`src/rtl/pwm_gen_multi_if.sv`:
```
// Bus bundle for pwm_gen_multi: control/config inputs and PWM outputs.
// POL exists only when PWM_POLARITY_EN is defined.
interface pwm_gen_multi_if #(
    parameter int CH      = 4,
    parameter int WIDTH   = 8,
    parameter int PRESC_W = 12
);
    logic                  EN;
    logic                  LOAD;
    logic [WIDTH-1:0]      PERIOD;
    logic [CH*WIDTH-1:0]   DUTY;
    logic [PRESC_W-1:0]    PRESC;
    logic                  MODE;
`ifdef PWM_POLARITY_EN
    logic [CH-1:0]         POL;
`endif
    logic [CH-1:0]         PWM_OUT;
    logic                  PERIOD_TICK;

    modport master (
`ifdef PWM_POLARITY_EN
        output POL,
`endif
        output EN, LOAD, PERIOD, DUTY, PRESC, MODE,
        input  PWM_OUT, PERIOD_TICK
    );

    modport slave (
`ifdef PWM_POLARITY_EN
        input  POL,
`endif
        input  EN, LOAD, PERIOD, DUTY, PRESC, MODE,
        output PWM_OUT, PERIOD_TICK
    );
endinterface

```
`src/rtl/pwm_gen_multi.sv`:
```
// Multi-channel PWM generator: shared prescaler and period counter, per-channel duty,
// edge/center-aligned, shadowed config. Optional per-channel polarity: PWM_POLARITY_EN.
module pwm_gen_multi #(
    parameter int CH      = 4,
    parameter int WIDTH   = 8,
    parameter int PRESC_W = 12
) (
    input logic              CLK,
    input logic              RST,
    pwm_gen_multi_if.slave   bus
);
    typedef enum logic {DIR_UP, DIR_DOWN} dir_t;

    dir_t                 dir_q, dir_d;
    logic [PRESC_W-1:0]   psc_q, psc_d, r_act_q, r_act_d, r_pend_q, r_pend_d;
    logic [WIDTH-1:0]     cnt_q, cnt_d, p_act_q, p_act_d, p_pend_q, p_pend_d;
    logic [CH*WIDTH-1:0]  duty_act_q, duty_act_d, duty_pend_q, duty_pend_d;
    logic                 mode_act_q, mode_act_d, mode_pend_q, mode_pend_d;
    logic                 flag_q, flag_d, en_q;
    logic [CH-1:0]        pwm_q, pwm_d, pol;
    logic                 tick_q, tick_d, tick, wrap;

`ifdef PWM_POLARITY_EN
    assign pol = bus.POL;
`else
    assign pol = '0;
`endif

    assign bus.PWM_OUT     = pwm_q;
    assign bus.PERIOD_TICK = tick_q;

    always_ff @(posedge CLK) begin
        if (RST) begin
            dir_q       <= DIR_UP;
            psc_q       <= '0;
            cnt_q       <= '0;
            r_act_q     <= '0;
            r_pend_q    <= '0;
            p_act_q     <= '0;
            p_pend_q    <= '0;
            duty_act_q  <= '0;
            duty_pend_q <= '0;
            mode_act_q  <= 1'b0;
            mode_pend_q <= 1'b0;
            flag_q      <= 1'b0;
            en_q        <= 1'b0;
            pwm_q       <= pol;
            tick_q      <= 1'b0;
        end else begin
            dir_q       <= dir_d;
            psc_q       <= psc_d;
            cnt_q       <= cnt_d;
            r_act_q     <= r_act_d;
            r_pend_q    <= r_pend_d;
            p_act_q     <= p_act_d;
            p_pend_q    <= p_pend_d;
            duty_act_q  <= duty_act_d;
            duty_pend_q <= duty_pend_d;
            mode_act_q  <= mode_act_d;
            mode_pend_q <= mode_pend_d;
            flag_q      <= flag_d;
            en_q        <= bus.EN;
            pwm_q       <= pwm_d;
            tick_q      <= tick_d;
        end
    end

    always_comb begin
        dir_d       = dir_q;
        psc_d       = psc_q;
        cnt_d       = cnt_q;
        r_act_d     = r_act_q;
        r_pend_d    = r_pend_q;
        p_act_d     = p_act_q;
        p_pend_d    = p_pend_q;
        duty_act_d  = duty_act_q;
        duty_pend_d = duty_pend_q;
        mode_act_d  = mode_act_q;
        mode_pend_d = mode_pend_q;
        flag_d      = flag_q;
        pwm_d       = pol;
        tick_d      = 1'b0;
        tick        = 1'b0;
        wrap        = 1'b0;

        if (!bus.EN) begin
            psc_d  = '0;
            cnt_d  = '0;
            dir_d  = DIR_UP;
            flag_d = 1'b0;
            if (bus.LOAD) begin
                p_act_d    = bus.PERIOD;
                duty_act_d = bus.DUTY;
                r_act_d    = bus.PRESC;
                mode_act_d = bus.MODE;
            end
        end else begin
            if (bus.LOAD) begin
                p_pend_d    = bus.PERIOD;
                duty_pend_d = bus.DUTY;
                r_pend_d    = bus.PRESC;
                mode_pend_d = bus.MODE;
                flag_d      = 1'b1;
            end
            // First enabled cycle only shows cnt=0; prescaling starts on the next one.
            tick  = en_q && (psc_q == r_act_q);
            psc_d = (tick || !en_q) ? '0 : psc_q + PRESC_W'(1);
            if (tick) begin
                if (p_act_q == '0) begin
                    wrap = 1'b1;
                end else if (!mode_act_q) begin
                    if (cnt_q == p_act_q) wrap = 1'b1;
                    else                  cnt_d = cnt_q + WIDTH'(1);
                end else if (dir_q == DIR_UP) begin
                    // With P=1 the top turnaround already lands on 0, so it is the boundary.
                    if (cnt_q == p_act_q) begin
                        if (p_act_q == WIDTH'(1)) begin
                            wrap = 1'b1;
                        end else begin
                            cnt_d = p_act_q - WIDTH'(1);
                            dir_d = DIR_DOWN;
                        end
                    end else begin
                        cnt_d = cnt_q + WIDTH'(1);
                    end
                end else begin
                    if (cnt_q == WIDTH'(1)) wrap = 1'b1;
                    else                    cnt_d = cnt_q - WIDTH'(1);
                end
                if (wrap) begin
                    cnt_d  = '0;
                    dir_d  = DIR_UP;
                    tick_d = 1'b1;
                    if (flag_d) begin
                        p_act_d    = p_pend_d;
                        duty_act_d = duty_pend_d;
                        r_act_d    = r_pend_d;
                        mode_act_d = mode_pend_d;
                        flag_d     = 1'b0;
                    end
                end
            end
            for (int unsigned i = 0; i < CH; i++) begin
                pwm_d[i] = (cnt_d < duty_act_d[i*WIDTH +: WIDTH]) ^ pol[i];
            end
        end
    end
endmodule

```
`src/flat_wrapper.sv`:
```
// flat-port wrapper written by rule: the top's interface ports become plain ports
module pwm_gen_multi_flat 
#(
    parameter int CH      = 4,
    parameter int WIDTH   = 8,
    parameter int PRESC_W = 12
)
  (CLK, RST, bus_EN, bus_LOAD, bus_PERIOD, bus_DUTY, bus_PRESC, bus_MODE, bus_PWM_OUT, bus_PERIOD_TICK);
  pwm_gen_multi_if #(.CH(CH), .WIDTH(WIDTH), .PRESC_W(PRESC_W)) bus_i ();
  input logic CLK;
  input logic RST;
  input wire logic [$bits(bus_i.EN)-1:0] bus_EN;
  input wire logic [$bits(bus_i.LOAD)-1:0] bus_LOAD;
  input wire logic [$bits(bus_i.PERIOD)-1:0] bus_PERIOD;
  input wire logic [$bits(bus_i.DUTY)-1:0] bus_DUTY;
  input wire logic [$bits(bus_i.PRESC)-1:0] bus_PRESC;
  input wire logic [$bits(bus_i.MODE)-1:0] bus_MODE;
  output wire logic [$bits(bus_i.PWM_OUT)-1:0] bus_PWM_OUT;
  output wire logic [$bits(bus_i.PERIOD_TICK)-1:0] bus_PERIOD_TICK;
  assign bus_i.EN = bus_EN;
  assign bus_i.LOAD = bus_LOAD;
  assign bus_i.PERIOD = bus_PERIOD;
  assign bus_i.DUTY = bus_DUTY;
  assign bus_i.PRESC = bus_PRESC;
  assign bus_i.MODE = bus_MODE;
  assign bus_PWM_OUT = bus_i.PWM_OUT;
  assign bus_PERIOD_TICK = bus_i.PERIOD_TICK;
  pwm_gen_multi #(.CH(CH), .WIDTH(WIDTH), .PRESC_W(PRESC_W)) u_core (.CLK(CLK), .RST(RST), .bus(bus_i));
endmodule
```
`config.mk`:
```
export PLATFORM = sky130hd
export DESIGN_NAME = pwm_gen_multi_flat
export DESIGN_NICKNAME = d
export VERILOG_FILES = /design/src/rtl/pwm_gen_multi_if.sv /design/src/rtl/pwm_gen_multi.sv /design/src/flat_wrapper.sv
export SDC_FILE = /design/constraint.sdc
export NUM_CORES = 1
export LEC_CHECK = 0
export BUFFER_PORTS_ARGS = -buffer_cell sky130_fd_sc_hd__buf_4
export CELL_PAD_IN_SITES_DETAIL_PLACEMENT = 2
export CELL_PAD_IN_SITES_GLOBAL_PLACEMENT = 2
export CORE_MARGIN = 3
export CORE_UTILIZATION = 36
export CTS_CLUSTER_DIAMETER = 50
export DETAILED_ROUTE_END_ITERATION = 12
export GPL_ROUTABILITY_DRIVEN = 0
export HOLD_SLACK_MARGIN = 0.08
export PLACE_DENSITY_LB_ADDON = 0.05
export RECOVER_POWER = 50
export SETUP_SLACK_MARGIN = 0.4
export SKIP_LAST_GASP = 1
export SLEW_MARGIN = 30
export SYNTH_ARGS = -nofsm -noshare
export SYNTH_HDL_FRONTEND = slang
export SYNTH_SLANG_ARGS = --single-unit
```
`constraint.sdc`:
```
create_clock -name CLK -period 3.7 [get_ports CLK]
set_input_delay 0.555 -clock CLK [delete_from_list [all_inputs] [get_ports CLK]]
set_output_delay 0.555 -clock CLK [all_outputs]
set_load 0.005 [all_outputs]
```
==> results.yml, run 1 <==
outcome:
  run_status: "complete, but fails checks"
  failed_checks: "capacitance limit, slew limit"
clocking:
  cts-root-buf: "sky130_fd_sc_hd__clkbuf_16"
  tritoncts: "built"
  clkLatencyLatePin_ns: 0.43
  clockBufferDepth: 2
  htreeDepth: 4
  cts-buffers-inserted: 17
  cts_num_sinks: 134
  clock_pin_slew_on_the_worst_setup_and_hold_paths_ns: 0.07
placement:
  detailedPlacementHpwl_mm: 18.13
  numPortBuffers: 61
critical_path:
  critical_path.max_fanout: 7
  timing.critical_path.to_type: "flop"
  worst_r2r_src: "u_core.cnt_q[7]"
  critPathLaunch: "u_core.cnt_q[7]"
  critPathCapture: "u_core.bus.PWM_OUT[3]"
  cp.required_ns: 4.03
  r2r_path_end: "u_core.bus.PWM_OUT[3]"
  worstPathArrival_ns: 3.84
  critPathKind: "reg2reg"
  rrSetupSlack_ns: 0.19
  reg2reg_depth: 15
  startpoint_types: "flop"
finish:
  area_delta_synth_final_pct: 29.97
  final_util_pct: 47.91
  antenna_cells: 0
  multi_input_comb_area_um2: 5057
  final_net_count: 1168
  fill_cells: 2320
  seqCellArea_um2: 2711
  drive_above_1_share_pct: 25.90
floorplan:
  die-area_um2: 23390
  die_width_um: 152.9
  floorplan.initialDensity_pct: 36.86
  chipHeight_um: 152.9
  io_pins: 62
  row_count: 53
  floorplan.core_area_um2: 21090
route:
  remaining_drc_errors: 0
  detail-route-antenna-nets: 0
  detail_route.iter0.violations: 397
  number_of_vias_after_detailed_routing: 7757
  drtPass1Iterations: 7
  totalWireLength_mm: 31.30
  wl_per_instance_um: 22.95
  via_to_cell_ratio: 5.687
sta:
  worst_slew_pin_slew_ns: 2.120
  worst_clock_skew_ns: 0.01273
  final.setup.tns_ns: 0
  final-max-slew-violation-count: 42
  timing.final.hold_violations: 0
  rsz0062_at_grt: "true"
  final_period_minus_worst_setup_slack_ns: 3.510
  min_period_over_period_pct: 94.88
  timing.final.setup_violations: 0
  fmaxAchievable_mhz: 284.9
  worst_slew_margin_rel_pct: -41.36
synthesis:
  netlist.area_leader.share_pct: 34.51
  yosysWarnings: 0
  synth.cells.most_frequent: "sky130_fd_sc_hd__nand2_1, sky130_fd_sc_hd__dfxtp_1, sky130_fd_sc_hd__a21oi_1"
  netlist_area_um2: 7772
  postSynthCellCount: 987
  synth-seq-cells: 134
  synth_most_common_cell: "sky130_fd_sc_hd__nand2_1"
  synth-edff-count: 0
  synthesis.nets: 1078
  syn-mean-instance-area_um2: 7.875
  netlist-cell-type-count: 61
  largest_cells_by_area_after_synthesis: "sky130_fd_sc_hd__dfxtp_1, sky130_fd_sc_hd__nand2_1, sky130_fd_sc_hd__ha_1"
  postSynth.topFlopCell: "sky130_fd_sc_hd__dfxtp_1"
  synth_top_cell_by_area: "sky130_fd_sc_hd__dfxtp_1"
  synthArstFlopShare_pct: 0
  synth.yosys.seq_area_share_pct: 34.51
global_route:
  grt_first_pass_wirelength_mm: 48.61
  grt_overflow: 0
  groute.usage.overall_pct: 25.93
  grt_start_max_net_pins: 68
  initial_antenna_violation_count: 0
  first_global_vias: 8489
flow_run:
  max_cap_viol_count: 1
min_path:
  holdCritStartpoint: "bus_DUTY[21]"
  hold_class: "in2reg"
power:
  p_per_area_nw_per_um2: 417.6
  vdd.ir_drop.worst_mv: 0.3052
  power.static_leakage_nw: 3.909
## registers in the layout, indices dropped and copies added (netlist names), 4 cells and up
name                cells
u_core.bus.PWM_OUT      4
u_core.r_pend_q        12
u_core.duty_act_q      32
u_core.cnt_q            8
u_core.psc_q           12
u_core.p_pend_q         8
u_core.r_act_q         12
u_core.duty_pend_q     32
u_core.p_act_q          8
## critical path: stages, from the launching register on
cell                        delay (ns)
sky130_fd_sc_hd__dfxtp_4          0.39
sky130_fd_sc_hd__xnor2_1          0.26
sky130_fd_sc_hd__nand4_1          0.19
sky130_fd_sc_hd__buf_4            0.20
sky130_fd_sc_hd__a211o_4          0.34
sky130_fd_sc_hd__a21oi_4          0.20
sky130_fd_sc_hd__buf_6            0.14
sky130_fd_sc_hd__buf_12           0.13
sky130_fd_sc_hd__mux2i_4          0.28
sky130_fd_sc_hd__ha_4             0.24
sky130_fd_sc_hd__a21o_1           0.20
sky130_fd_sc_hd__a21oi_2          0.15
sky130_fd_sc_hd__nor2b_1          0.08
sky130_fd_sc_hd__a2111oi_4        0.22
sky130_fd_sc_hd__nand2_1          0.11
sky130_fd_sc_hd__o31ai_1          0.26
## cell type report
type	instances	area share [%]
Clock buffer	19	4.384
Timing Repair Buffer	146	11.68
Clock inverter	12	1.895
Multi-Input combinational cell	732	50.06
Inverter	46	1.734
Tap cell	275	3.406
Sequential cell	134	26.84
## metal layers
layer	part of all wire (%)	routed length [um]	up-vias	track usage [%]
met2	51	15850	141	44.89
met5	0	0	-	0
met3	2.8	879	36	3.624
met4	1.7	540	0	6.534
met1	45	14040	3937	34.17
li1	-	-	3643	-
## stage by stage
step / area [um2] / total power, W / worst slack, ns / instances / hold slack, ns
3_5_place_dp: 8582 / 0.002191 / -0.01069 / 1289 / 0.4489
4_1_cts: 9828 / 0.004174 / 0.3492 / 1350 / 0.3592
3_3_place_gp: 8582 / 0.002173 / 0.09180 / 1289 / 0.4441
2_1_floorplan: 7789 / 0.001960 / 0.3745 / 987 / 0.4363
6_report: 10100 / 0.004218 / 0.1896 / 1364 / 0.3713
5_1_grt: 10100 / 0.004386 / 0.05639 / 1364 / 0.3691
## cell usage in the layout, fill, tap and decap left out, types with 11 or more instances in the layout
cell,n
sky130_fd_sc_hd__dfxtp_1,121
sky130_fd_sc_hd__o21ai_0,39
sky130_fd_sc_hd__nand3_1,11
sky130_fd_sc_hd__nor2_1,56
sky130_fd_sc_hd__a211oi_2,21
sky130_fd_sc_hd__xnor2_1,18
sky130_fd_sc_hd__nor3_1,27
sky130_fd_sc_hd__a21oi_1,61
sky130_fd_sc_hd__a211oi_1,34
sky130_fd_sc_hd__inv_1,42
sky130_fd_sc_hd__nor4_1,24
sky130_fd_sc_hd__buf_4,126
sky130_fd_sc_hd__mux2i_1,18
sky130_fd_sc_hd__xor2_1,21
sky130_fd_sc_hd__clkbuf_16,17
sky130_fd_sc_hd__nand2_1,196
sky130_fd_sc_hd__ha_1,26
sky130_fd_sc_hd__and3_1,35
sky130_fd_sc_hd__nand4_1,13
## how the worst min path moves through the flow
stage / end / slack (ns) / cells after the start
after floorplan: u_core.duty_pend_q[0] / 0.44 / 2
after global placement: u_core.duty_pend_q[15] / 0.44 / 2
after detailed placement: u_core.duty_pend_q[22] / 0.45 / 2
after CTS: u_core.duty_pend_q[21] / 0.36 / 3
after global routing: u_core.p_pend_q[3] / 0.37 / 3
final: u_core.duty_pend_q[21] / 0.37 / 3
## cells by family after synthesis
family                     count (synthesis)  share of synthesized area, %
AOI/OAI and AO/OA                        219                         19.70
and+or+nand+nor                          406                         24.82
buffers and inverters                    121                         6.745
xor gates and xnor gates                  41                         4.620
muxes                                     32                         4.121
adders and majority gates                 34                         5.473
DFF                                      134                         34.51
## where the power goes
group,internal [W],switching [W]
combinational,0.000310,0.000424
sequential,0.00152,0.0000596
clock,0.00116,0.000749
## what timing repair did
item	CTS	global route
hold endpoints to repair	0	0
setup endpoints to repair	4	4
hold buffers	0	0
gates resized for setup	82	35
buffers inserted	29	14
cloned	1	0
pin swaps	15	28
No activity file was read; power rests on OpenSTA's default activity.
==> inputs of run 2 (changes only) <==
--- a/config.mk
+++ b/config.mk
@@ -9,13 +9,15 @@
 export CELL_PAD_IN_SITES_DETAIL_PLACEMENT = 2
 export CELL_PAD_IN_SITES_GLOBAL_PLACEMENT = 2
 export CORE_MARGIN = 3
-export CORE_UTILIZATION = 36
+export CORE_UTILIZATION = 39
 export CTS_CLUSTER_DIAMETER = 50
+export CTS_CLUSTER_SIZE = 28
 export DETAILED_ROUTE_END_ITERATION = 12
 export GPL_ROUTABILITY_DRIVEN = 0
 export HOLD_SLACK_MARGIN = 0.08
 export PLACE_DENSITY_LB_ADDON = 0.05
 export RECOVER_POWER = 50
+export REMOVE_ABC_BUFFERS = 1
 export SETUP_SLACK_MARGIN = 0.4
 export SKIP_LAST_GASP = 1
 export SLEW_MARGIN = 30
==> constraint.sdc (replaced) <==
create_clock -name CLK -period 4.5 [get_ports CLK]
set_input_delay 0.675 -clock CLK [delete_from_list [all_inputs] [get_ports CLK]]
set_output_delay 0.675 -clock CLK [all_outputs]
set_load 0.005 [all_outputs]
==> run 2 against run 1 <==
Net effect: the run now ends clean; sequential share of layout area up 3.1 points; cell count decreased by 5.6%; global-route usage decreased by 0.83 points; sequential power fell by 18%; register-to-register slack improved by 0.39 ns.
==> results.yml, run 2 (synthesized netlist as in run 1, its figures left out) <==
sta:
  fmaxAchievable_mhz: 255.2
  timing.final.hold_violations: 0
  rsz0062_at_grt: "true"
  worst_slew_margin_rel_pct: 1.976
  final.setup.tns_ns: 0
  worst_slew_pin_slew_ns: 1.470
  final-max-slew-violation-count: 0
  worst_clock_skew_ns: 0.01643
  timing.final.setup_violations: 0
  final_period_minus_worst_setup_slack_ns: 3.919
  min_period_over_period_pct: 87.08
critical_path:
  worst_r2r_src: "u_core.p_act_q[4]"
  rrSetupSlack_ns: 0.58
  timing.critical_path.to_type: "flop"
  worst_path_max_delay_cell: "sky130_fd_sc_hd__a2111oi_1"
  r2r_path_end: "u_core.bus.PWM_OUT[0]"
  critical_path.max_fanout: 28
  reg2reg_depth: 11
  cp.required_ns: 4.84
  crit_path_max_incr_delay_ns: 0.57
  critPathKind: "reg2reg"
  worstPathArrival_ns: 4.26
  startpoint_types: "flop"
  crit_chain: "xnor2_1 -> nand4_1 -> a211o_2 -> a21oi_4 -> buf_12 -> mux2i_1 -> ha_1 -> and4_1 -> a2111oi_1 -> nand2_1 -> o31ai_1"
  critPathLaunch: "u_core.p_act_q[4]"
flow_run:
  max_cap_viol_count: 0
route:
  remaining_drc_errors: 0
  detail_route.iter0.violations: 326
  wl_per_instance_um: 20.71
  highest-signal-layer: "met4"
  drtPass1Iterations: 4
  via_to_cell_ratio: 5.634
  number_of_vias_after_detailed_routing: 7256
  wl_met3_um: 759
  totalWireLength_mm: 26.68
  routed-wl-met2_mm: 13.13
  detail-route-antenna-nets: 0
  drt-met1-wl_mm: 12.33
finish:
  antenna_cells: 0
  final_net_count: 1101
  seqCellArea_um2: 2685
  area_delta_synth_final_pct: 15.57
  layout.cells.most_common_list: "sky130_fd_sc_hd__nand2_1, sky130_fd_sc_hd__dfxtp_1, sky130_fd_sc_hd__buf_4"
  fill_cells: 2242
  fin_area_um2: 8982
  final_common_cell: "sky130_fd_sc_hd__nand2_1"
  drive_above_1_share_pct: 14.47
  biggestRegsByFlops: "u_core.duty_act_q (32), u_core.duty_pend_q (32)"
  multi_input_comb_area_um2: 4604
floorplan:
  io_pins: 62
  chipHeight_um: 147.2
  die-area_um2: 21660
  floorplan.initialDensity_pct: 39.81
  floorplan.core_area_um2: 19530
  row_count: 51
  die_width_um: 147.2
placement:
  numPortBuffers: 61
  standard_cell_area_after_detailed_placement_um2: 8368
  detailedPlacementHpwl_mm: 17.60
power:
  vdd.ir_drop.worst_mv: 0.2694
  p_per_area_nw_per_um2: 357.4
  power.static_leakage_nw: 3.444
clocking:
  post-cts-setup-buffer-count: 0
  postCtsHoldBufs: 0
  post_cts_resized: 3
  clockBufferDepth: 2
  cts_num_sinks: 134
  htreeDepth: 4
  cts-root-buf: "sky130_fd_sc_hd__clkbuf_16"
  clkLatencyLatePin_ns: 0.44
  cts-buffers-inserted: 17
  clock_pin_slew_on_the_worst_setup_and_hold_paths_ns: 0.07
  tritoncts: "built"
global_route:
  groute.usage.overall_pct: 25.10
  grt_first_pass_wirelength_mm: 43.70
  grt_overflow: 0
  first_global_vias: 7902
  grt_start_max_net_pins: 48
  initial_antenna_violation_count: 0
outcome:
  run_status: "complete, no violations"
min_path:
  end_of_the_worst_hold_path: "u_core.duty_pend_q[23]"
  hold_class: "reg2reg"
  holdCritStartpoint: "u_core.duty_pend_q[23]"
  worstHoldPathCells: 2
-- run 2: final cells by class --
class	count	area share [%]
tap	265	3.691
clock buffer	17	4.736
sequential	134	29.89
multi-input combinational	732	51.26
timing repair buffer	79	6.533
clock inverter	15	1.964
inverter	46	1.922
-- run 2: how the worst max path moves through the flow --
stage	to	slack, ns	depth (start not counted)
finish	u_core.bus.PWM_OUT[0]	0.58	11
global route	u_core.bus.PWM_OUT[0]	0.34	12
CTS	u_core.bus.PWM_OUT[0]	0.45	13
detailed placement	u_core.bus.PWM_OUT[0]	0.27	14
global placement	u_core.bus.PWM_OUT[2]	0.60	14
floorplan	u_core.bus.PWM_OUT[0]	0.61	13
-- run 2: per-stage QoR --
step | total power [W] | cells | hold WS (ns) | utilization, % | worst slack (ns)
after detailed placement | 0.001776 | 1256 | 0.4489 | 42.86 | 0.2718
after floorplan | 0.001569 | 912 | 0.4303 | - | 0.6138
after global placement | 0.001760 | 1256 | 0.4435 | 42.86 | 0.6037
after global routing | 0.003350 | 1288 | 0.4815 | 46.00 | 0.3352
final | 0.003211 | 1288 | 0.4571 | 46.00 | 0.5813
after CTS | 0.003242 | 1288 | 0.4594 | 45.96 | 0.4513
-- run 2: worst max-delay path, delay by kind of cell (launching register included) --
| kind | cells | cell delay (ns) |
|---|---|---|
| buffers and inverters | 1 | 0.25 |
| adders and majority gates | 1 | 0.30 |
| DFF | 1 | 0.53 |
| and+or+nand+nor | 3 | 0.67 |
| muxes | 1 | 0.33 |
| AOI/OAI and AO/OA | 4 | 1.51 |
| xor gates and xnor gates | 1 | 0.21 |
-- run 2: layer usage --
metal  track usage, %  vias to the layer above
li1                 -                     3507
met1            33.16                     3624
met2            43.11                       94
met3            3.455                       31
met4            6.897                        0
met5                0                        -
-- run 2: power by group --
group,total (W),internal [W],switching [W]
combinational,0.000473,0.000178,0.000295
sequential,0.00129,0.00125,0.0000466
clock,0.00144,0.000796,0.000648
==> inputs of run 3 (changes only) <==
--- a/config.mk
+++ b/config.mk
@@ -6,6 +6,7 @@
 export NUM_CORES = 1
 export LEC_CHECK = 0
 export BUFFER_PORTS_ARGS = -buffer_cell sky130_fd_sc_hd__buf_4
+export CAP_MARGIN = 25
 export CELL_PAD_IN_SITES_DETAIL_PLACEMENT = 2
 export CELL_PAD_IN_SITES_GLOBAL_PLACEMENT = 2
 export CORE_MARGIN = 3
@@ -14,9 +15,10 @@
 export CTS_CLUSTER_SIZE = 28
 export DETAILED_ROUTE_END_ITERATION = 12
 export GPL_ROUTABILITY_DRIVEN = 0
+export GPL_TIMING_DRIVEN = 0
 export HOLD_SLACK_MARGIN = 0.08
 export PLACE_DENSITY_LB_ADDON = 0.05
-export RECOVER_POWER = 50
+export RECOVER_POWER = 100
 export REMOVE_ABC_BUFFERS = 1
 export SETUP_SLACK_MARGIN = 0.4
 export SKIP_LAST_GASP = 1
==> run 3 against run 2 <==
Net effect: the flow now finishes with violations (capacitance limit, slew limit); clock power hardly changed; first-iteration DRC count up 48%; utilization increased by 0.95 points; power is 1.3% higher; critical endpoint is now u_core.bus.PWM_OUT[3]; flip-flop and latch count stayed put; register-to-register slack worse by 0.26 ns; combinational power up 7.6%; global-route usage fell by 0.20 points; cell count increased by 0.62%; die area did not move; sequential power about the same; largest cell class unchanged; worst setup slack got worse by 0.26 ns; largest power group unchanged.
==> results.yml, run 3 (synthesized netlist as in run 1, its figures left out) <==
power:
  swShare_pct: 30.61
  post-layout-total-power_w: 0.003253
  power.static_leakage_nw: 3.534
  p_per_area_nw_per_um2: 354.8
  p_switching_w: 0.0009956
  seq_power_share_pct: 39.8
  logic_gate_share_of_total_power_pct: 15.7
  vdd.ir_drop.worst_mv: 0.2137
  internal-power_w: 0.002257
  power_frac_clock_pct: 44.5
global_route:
  groute.usage.overall_pct: 24.90
  initial_antenna_violation_count: 0
  first_global_vias: 7800
  grt_overflow: 0
  grt_start_max_net_pins: 108
  grt_first_pass_wirelength_mm: 43.34
critical_path:
  crit_chain: "xnor2_1 -> and4_1 -> nand2_1 -> nor4_1 -> o21ai_1 -> nand2_1 -> ha_1 -> a21o_1 -> a21oi_1 -> nor2b_1 -> a2111oi_4 -> nand2_1 -> o31ai_2"
  reg2reg_depth: 13
  critPathKind: "reg2reg"
  timing.critical_path.to_type: "flop"
  cp.required_ns: 4.83
  crit_path_max_incr_delay_ns: 0.55
  worst_path_max_delay_cell: "sky130_fd_sc_hd__nor4_1"
  startpoint_types: "flop"
  worstPathBufferInverterCount: 0
  critical_path.max_fanout: 7
  timing.critical_path.depth: 13
  worstPathArrival_ns: 4.51
  rrSetupSlack_ns: 0.32
  critical-path-top-cell-by-count: "sky130_fd_sc_hd__nand2_1"
  timing.critical_path.max_delay_family: "simple AND/OR/NAND/NOR gates"
floorplan:
  floorplan.core_area_um2: 19530
  die_width_um: 147.2
  die-area_um2: 21660
  chipHeight_um: 147.2
  row_count: 51
  io_pins: 62
  floorplan.initialDensity_pct: 39.81
route:
  via_to_cell_ratio: 5.752
  detail-route-antenna-nets: 0
  number_of_vias_after_detailed_routing: 7455
  drtPass1Iterations: 5
  totalWireLength_mm: 28.43
  remaining_drc_errors: 0
  wl_per_instance_um: 21.93
  detail_route.iter0.violations: 481
sta:
  worst_slew_pin_slew_ns: 1.571
  final-max-slew-violation-count: 59
  timing.final.setup_violations: 0
  rsz0062_at_grt: "false"
  worst_clock_skew_ns: 0.01358
  final_period_minus_worst_setup_slack_ns: 4.178
  timing.final.hold_violations: 0
  worst_slew_margin_rel_pct: -4.762
  min_period_over_period_pct: 92.84
  fmaxAchievable_mhz: 239.4
outcome:
  run_status: "complete, but fails checks"
  failed_checks: "capacitance limit, slew limit"
flow_run:
  max_cap_viol_count: 1
clocking:
  clockBufferDepth: 2
  cts-root-buf: "sky130_fd_sc_hd__clkbuf_16"
  clkLatencyLatePin_ns: 0.44
  cts-buffers-inserted: 17
  htreeDepth: 4
  postCtsHoldBufs: 0
  clock_pin_slew_on_the_worst_setup_and_hold_paths_ns: 0.07
  cts_num_sinks: 134
  tritoncts: "built"
min_path:
  hold_class: "reg2reg"
  worstHoldPathCells: 2
finish:
  final_util_pct: 46.95
  antenna_cells: 0
  drive_above_1_share_pct: 15.32
  layout.cells.most_common_list: "sky130_fd_sc_hd__nand2_1, sky130_fd_sc_hd__dfxtp_1, sky130_fd_sc_hd__buf_4"
  final_common_cell: "sky130_fd_sc_hd__nand2_1"
  area_delta_synth_final_pct: 17.95
  biggestRegsByFlops: "u_core.duty_act_q (32), u_core.duty_pend_q (32)"
  final_net_count: 1109
placement:
  detailedPlacementHpwl_mm: 16.44
  numPortBuffers: 61
-- run 3: cell count changes in the layout (fill, tap and decap cells not counted), sizes merged --
cell / before / now
buf: 69 / 80
inv: 56 / 52
clkbuf: 27 / 26
clkinvlp: 0 / 2
-- run 3: area by class of cell --
class                   count  area [um2]
well taps                 265       331.6
multi-input cells         732        4617
fillers                  2218       10360
flip-flops and latches    134        2694
clock buffers              19       452.9
inverters                  46       175.2
clock inverters            13       136.4
repair buffers             87       760.7
-- run 3: timing repair --
item,4_1_cts,5_1_grt
buffers inserted,7,12
resized for setup,16,21
endpoints found under the setup margin,4,3
pin swaps,2,5
-- run 3: power by group through the flow --
stage / registers, W / clock network, W / logic (W)
global route: 0.00130 / 0.00152 / 0.000559
CTS: 0.00129 / 0.00146 / 0.000482
global placement: 0.00131 / 0 / 0.000434
detailed placement: 0.00132 / 0 / 0.000461
finish: 0.00129 / 0.00145 / 0.000509
floorplan: 0.00130 / 0 / 0.000265
-- run 3: metrics by stage --
| step | TNS (ns) | worst slack, ns | hold WS, ns | instances | instance area (um2) |
|---|---|---|---|---|---|
| floorplan | 0 | 0.6138 | 0.4303 | 912 | 7421 |
| global placement | -112.59 | -2.155 | 0.4422 | 1238 | 8210 |
| detailed placement | -0.9918 | -0.4242 | 0.4485 | 1245 | 8396 |
| CTS | 0 | 0.3503 | 0.4579 | 1284 | 9092 |
| global route | 0 | 0.1643 | 0.4778 | 1296 | 9168 |
| finish | 0 | 0.3221 | 0.4539 | 1296 | 9168 |
-- run 3: worst paths after layout --
path,end,startpoint
min reg2reg,u_core.duty_pend_q[12],u_core.duty_pend_q[12]
max,u_core.bus.PWM_OUT[3],u_core.cnt_q[7]
max reg2reg,u_core.bus.PWM_OUT[3],u_core.cnt_q[7]
min,u_core.duty_pend_q[12],u_core.duty_pend_q[12]
-- run 3: per-layer routing --
| layer | share of wire (%) | vias up | track usage, % |
|---|---|---|---|
| met1 | 46 | 3754 | 33.20 |
| met5 | 0 | - | 0 |
| li1 | - | 3522 | - |
| met3 | 3.1 | 41 | 3.424 |
| met2 | 49 | 138 | 42.53 |
| met4 | 1.8 | 0 | 6.570 |
-- run 3: worst reg2reg max path: stages (launching register included) --
cell	delay (ns)
sky130_fd_sc_hd__dfxtp_1	0.54
sky130_fd_sc_hd__xnor2_1	0.23
sky130_fd_sc_hd__and4_1	0.38
sky130_fd_sc_hd__nand2_1	0.29
sky130_fd_sc_hd__nor4_1	0.55
sky130_fd_sc_hd__o21ai_1	0.17
sky130_fd_sc_hd__nand2_1	0.35
sky130_fd_sc_hd__ha_1	0.32
sky130_fd_sc_hd__a21o_1	0.19
sky130_fd_sc_hd__a21oi_1	0.20
sky130_fd_sc_hd__nor2b_1	0.11
sky130_fd_sc_hd__a2111oi_4	0.37
sky130_fd_sc_hd__nand2_1	0.12
sky130_fd_sc_hd__o31ai_2	0.24
